$ cat src/rtl/mac_window_ctrl.sv
// Purpose : sequences one 3x3 tap window: buffer read -> multiplier -> accumulator strobe, then offers the sum.
// Latency : start sampled at edge 0; rd_en cycles 1..TAPS; res_valid rises in cycle 12+MUL_LAT.
// Backpr. : result held stable in RESULT until res_ready; start is ignored (not queued) while busy.
//
// Ports:
//   clk, rst          clock (rising edge), asynchronous active-high reset shared with the accumulator
//   start             window request, sampled only in IDLE
//   busy              high in every state except IDLE
//   rd_en, rd_addr    operand buffer read strobe and tap address 0..TAPS-1 (data returns 1 cycle later)
//   acc_valid         accumulator strobe, aligned with the multiplier product
//   acc_out           accumulator register value
//   res_valid/ready   result handshake; res_data is the captured window sum
// Optional feature (macro WIN_CNT_EN): adds output win_cnt[15:0], counting accepted results (wraps).
// TAPS must be 9: the accumulator reloads itself every 9 strobes.
module mac_window_ctrl #(
    parameter int TAPS    = 9,
    parameter int MUL_LAT = 1,
    parameter int AW      = 4,
    parameter int DW      = 8
) (
    input  logic          clk,
    input  logic          rst,
    input  logic          start,
    output logic          busy,
    output logic          rd_en,
    output logic [AW-1:0] rd_addr,
    output logic          acc_valid,
    input  logic [DW-1:0] acc_out,
    output logic          res_valid,
    output logic [DW-1:0] res_data,
    input  logic          res_ready
`ifdef WIN_CNT_EN
    ,
    output logic [15:0]   win_cnt
`endif
);

    // One cycle of buffer read latency plus the multiplier pipeline.
    localparam int DLY = 1 + MUL_LAT;
    // Delay-line pattern seen in the cycle of the final strobe: only the tail bit set.
    localparam logic [DLY-1:0] DLY_LAST = DLY'(1) << (DLY - 1);
    localparam logic [AW-1:0]  ADDR_LAST = AW'(TAPS - 1);

    typedef enum logic [2:0] {
        IDLE   = 3'd0,
        ISSUE  = 3'd1,
        DRAIN  = 3'd2,
        CAPT   = 3'd3,
        RESULT = 3'd4
    } state_t;

    state_t         state;
    logic [DLY-1:0] vld_sr;

    // acc_valid is purely rd_en delayed, so the strobe count always equals the read count.
    assign acc_valid = vld_sr[DLY-1];

    always_ff @(posedge clk or posedge rst) begin
        if (rst) begin
            vld_sr <= '0;
        end else begin
            vld_sr <= (vld_sr << 1) | DLY'(rd_en);
        end
    end

    always_ff @(posedge clk or posedge rst) begin
        if (rst) begin
            state     <= IDLE;
            busy      <= 1'b0;
            rd_en     <= 1'b0;
            rd_addr   <= '0;
            res_valid <= 1'b0;
            res_data  <= '0;
        end else begin
            case (state)
                IDLE: begin
                    if (start) begin
                        state   <= ISSUE;
                        busy    <= 1'b1;
                        rd_en   <= 1'b1;
                        rd_addr <= '0;
                    end
                end
                ISSUE: begin
                    if (rd_addr == ADDR_LAST) begin
                        state   <= DRAIN;
                        rd_en   <= 1'b0;
                        rd_addr <= '0;
                    end else begin
                        rd_addr <= rd_addr + 1'b1;
                    end
                end
                DRAIN: begin
                    // Leave after the last strobe so the accumulator register has updated in CAPT.
                    if (vld_sr == DLY_LAST) begin
                        state <= CAPT;
                    end
                end
                CAPT: begin
                    res_data  <= acc_out;
                    res_valid <= 1'b1;
                    state     <= RESULT;
                end
                RESULT: begin
                    if (res_ready) begin
                        res_valid <= 1'b0;
                        busy      <= 1'b0;
                        state     <= IDLE;
                    end
                end
                default: begin
                    state     <= IDLE;
                    busy      <= 1'b0;
                    rd_en     <= 1'b0;
                    rd_addr   <= '0;
                    res_valid <= 1'b0;
                end
            endcase
        end
    end

`ifdef WIN_CNT_EN
    always_ff @(posedge clk or posedge rst) begin
        if (rst) begin
            win_cnt <= '0;
        end else if (res_valid && res_ready) begin
            win_cnt <= win_cnt + 16'd1;
        end
    end
`endif

endmodule
$ cat config.mk
export PLATFORM = sky130hd
export DESIGN_NAME = mac_window_ctrl
export DESIGN_NICKNAME = d
export VERILOG_FILES = /design/src/rtl/mac_window_ctrl.sv
export SDC_FILE = /design/constraint.sdc
export NUM_CORES = 1
export LEC_CHECK = 0
export ABC_AREA = 0
export CAP_MARGIN = 20
export CORE_MARGIN = 2
export CORE_UTILIZATION = 45
export CTS_BUF_LIST = sky130_fd_sc_hd__clkbuf_4
export DETAILED_ROUTE_END_ITERATION = 7
export PLACE_DENSITY = 0.86
export SYNTH_ARGS = -nofsm -noshare
export SYNTH_HDL_FRONTEND = slang
export SYNTH_SLANG_ARGS = --single-unit
$ cat constraint.sdc
create_clock -name clk -period 2.8 [get_ports clk]
set_clock_uncertainty 0.05 [all_clocks]
set_input_delay 0.56 -clock clk [delete_from_list [all_inputs] [get_ports clk]]
set_output_delay 0.56 -clock clk [all_outputs]
set_load 0.05 [all_outputs]
==> results.json <==
{
  "synthArstFlopShare_pct": 100.0,
  "wire_per_inst_um": 13.96,
  "drtPass1Iterations": 4,
  "antenna_found_initial": 0,
  "yosys-top-cells-count": "20 x dfrtp_1, 8 x mux2_2, 7 x inv_1",
  "critical_path.startpoint_type": "register",
  "grt_overflow_total": 0,
  "critPathMaxFanout": 5,
  "cp_top_family": "buffers and inverters",
  "min-delay-start": "vld_sr[0]$_DFF_PP0_",
  "clk_pin_slew_ps": 120,
  "top_usage_layer": "met2",
  "grt_pass1_vias": 704,
  "rsz0062_at_grt": "false",
  "ys_ff_latch": 20,
  "viasPerCell": 5.299,
  "htree_levels": 1,
  "hold_buffers": 0,
  "min_period_ps": 2192,
  "cts.path.max_buffers": 2,
  "die-area_sq_um": 2412,
  "tns_ps": 0,
  "critPathRequiredTime_ps": 2190,
  "hold_viol": 0,
  "post_cts_resized": 0,
  "fillers": 150,
  "path_cells": "clkdlybuf4s50_1",
  "synth_cells": 80,
  "cts_tree": "built",
  "yosysUniqueCellTypes": 29,
  "min_period_over_period_pct": 78.29,
  "core_area_sq_um": 1942,
  "yosys.area.top_type": "dfrtp_1",
  "num_rows": 16,
  "netlist_area_sq_um": 915.9,
  "endpoint_kind": "output port",
  "grt_usage_pct": 16.91,
  "grtUsageMet3_pct": 2.454,
  "regArea_sq_um": 500.5,
  "fp.dieW_um": 49.12,
  "layout.cells.non_filler": 134,
  "num_io_pins": 28,
  "max_stage_delay_ps": 830,
  "synth_top_area_share_pct": 54.64,
  "max_cap_violations": 0,
  "place_congestion": 0.8086,
  "first_iter_violations": 10,
  "pre_cts_ws_ps": 962.1,
  "final_layout_size_suffix_gt1_share_pct": 14.02,
  "post-route-util_pct": 64.56,
  "cts_sinks": 20,
  "ys_seq_area_share_pct": 54.64,
  "syn-num-nets": 94,
  "placedCellCount": 130,
  "worst_slack_ps": 607.8,
  "fin_nets": 122,
  "ff2ff_setup_slack_ps": 1130,
  "synth_edf_count": 0,
  "multi_input_area_sq_um": 370.4,
  "grt_use_met1_pct": 21.89,
  "syn_area_per_cell_sq_um": 11.45,
  "setup_viol_count_final": 0,
  "hold_class": "reg2reg",
  "io_buffers": 27,
  "dp_hpwl_um": 1354,
  "status": "finished clean",
  "syn2layout_area_growth_pct": 36.89,
  "routed_wl_um": 1870,
  "worst_pin_slew_ps": 739.5,
  "crit_buf_inv": 1,
  "start_util_pct": 47.16,
  "drtAntennaViolNets": 0,
  "clkLatencyLatePin_ps": 310,
  "post-cts-setup-buffer-count": 0,
  "synthTopCellsByArea": "dfrtp_1 55%, mux2_2 9.8%, inv_1 2.9%",
  "maxClockFrequency_mhz": 456.2,
  "r2r-start": "rd_addr[0]$_DFFE_PP0P_",
  "die_y_um": 49.12,
  "ff2ff_path_depth": 5,
  "grt_pass1_wl_um": 3139,
  "hold_end": "vld_sr[1]$_DFF_PP0_",
  "drcViolationCount": 0,
  "synth_ff_type": "dfrtp_1",
  "antenna_cells": 0,
  "yosysMostFrequentCell": "dfrtp_1",
  "num_vias": 710,
  "grtUsageMet2_pct": 28.83,
  "crit_arrival_ps": 1580,
  "cts_root_buffer": "clkbuf_4",
  "grt_max_degree": 21,
  "r2r_end": "rd_addr[3]$_DFFE_PP0P_",
  "max-slew-margin-rel_pct": 50.64,
  "cts_buffers": 3,
  "crit_type": "reg2out",
  "synth_warnings": 0,
  "crit_slowest_cell": "clkdlybuf4s50_1",
  "hold_depth": 0,
  "slew_viol_final": 0
}
[kinds of logic (layout without fill, tap and decap cells)]
logic type	after synthesis	count (layout)	share of synthesized area (%)
buffers and inverters	11	38	4.918
muxes	9	9	10.93
and+or+nand+nor	20	20	12.30
AOI/OAI and AO/OA	18	18	14.48
DFF	20	20	54.64
adders and majority gates	2	2	2.732
[flip-flops by register name, summed over array words and instances (netlist names)]
signal and cells:
busy 1, rd_addr 4, rd_en 1, res_data 8, res_valid 1, state 3, vld_sr 2
[placed cells by master (no fill, tap or decap), drive strengths merged, types with 2 or more instances in the layout]
cell | netlist | final
clkdlybuf4s50 | 0 | 27
nand2 | 4 | 4
o31ai | 2 | 2
dfrtp | 20 | 20
a21oi | 3 | 3
nand2b | 4 | 4
mux2 | 8 | 8
ha | 2 | 2
o32ai | 2 | 2
a2bb2oi | 2 | 2
clkbuf | 1 | 3
nor2 | 4 | 4
a22oi | 2 | 2
nor2b | 2 | 2
inv | 7 | 7
[routing by layer]
metal | vias to the layer above | wire length (um)
li1 | 337 | -
met1 | 348 | 795
met2 | 21 | 978
met3 | 4 | 74
met4 | 0 | 22
met5 | - | 0
[per-stage QoR]
step | area [sq um] | hold WS [ps]
after floorplan | 915.9 | 305.8
after global placement | 1201 | 321.3
after detailed placement | 1201 | 315.3
after CTS | 1254 | 349.6
after global routing | 1254 | 362.3
final | 1254 | 345.1
[worst max path at each step]
stage / cells past startpoint / startpoint / to
2_1_floorplan: 5 / rd_addr[0]$_DFFE_PP0P_ / rd_addr[3]$_DFFE_PP0P_
3_3_place_gp: 1 / rd_addr[0]$_DFFE_PP0P_ / rd_addr[0]
3_5_place_dp: 1 / rd_addr[0]$_DFFE_PP0P_ / rd_addr[0]
4_1_cts: 1 / rd_addr[0]$_DFFE_PP0P_ / rd_addr[0]
5_1_grt: 1 / rd_addr[0]$_DFFE_PP0P_ / rd_addr[0]
6_report: 1 / rd_addr[0]$_DFFE_PP0P_ / rd_addr[0]
[worst reg2reg max path, delay by kind of cell, from the launching register on]
kind | cells | cell delay [ps]
and+or+nand+nor | 2 | 690
buffers and inverters | 1 | 60
AOI/OAI and AO/OA | 1 | 170
DFF | 1 | 450
adders and majority gates | 1 | 190
[cell type report]
class                   count  share of cell area [%]
clock inverters             1                   2.395
repair buffers             27                   21.56
flip-flops and latches     20                   39.92
well taps                  27                   2.695
multi-input cells          49                   29.54
inverters                   7                   2.096
clock buffers               3                   1.796
Power is not shown: default switching activity piles up to over one toggle a cycle in this logic, so the estimate is an artifact.
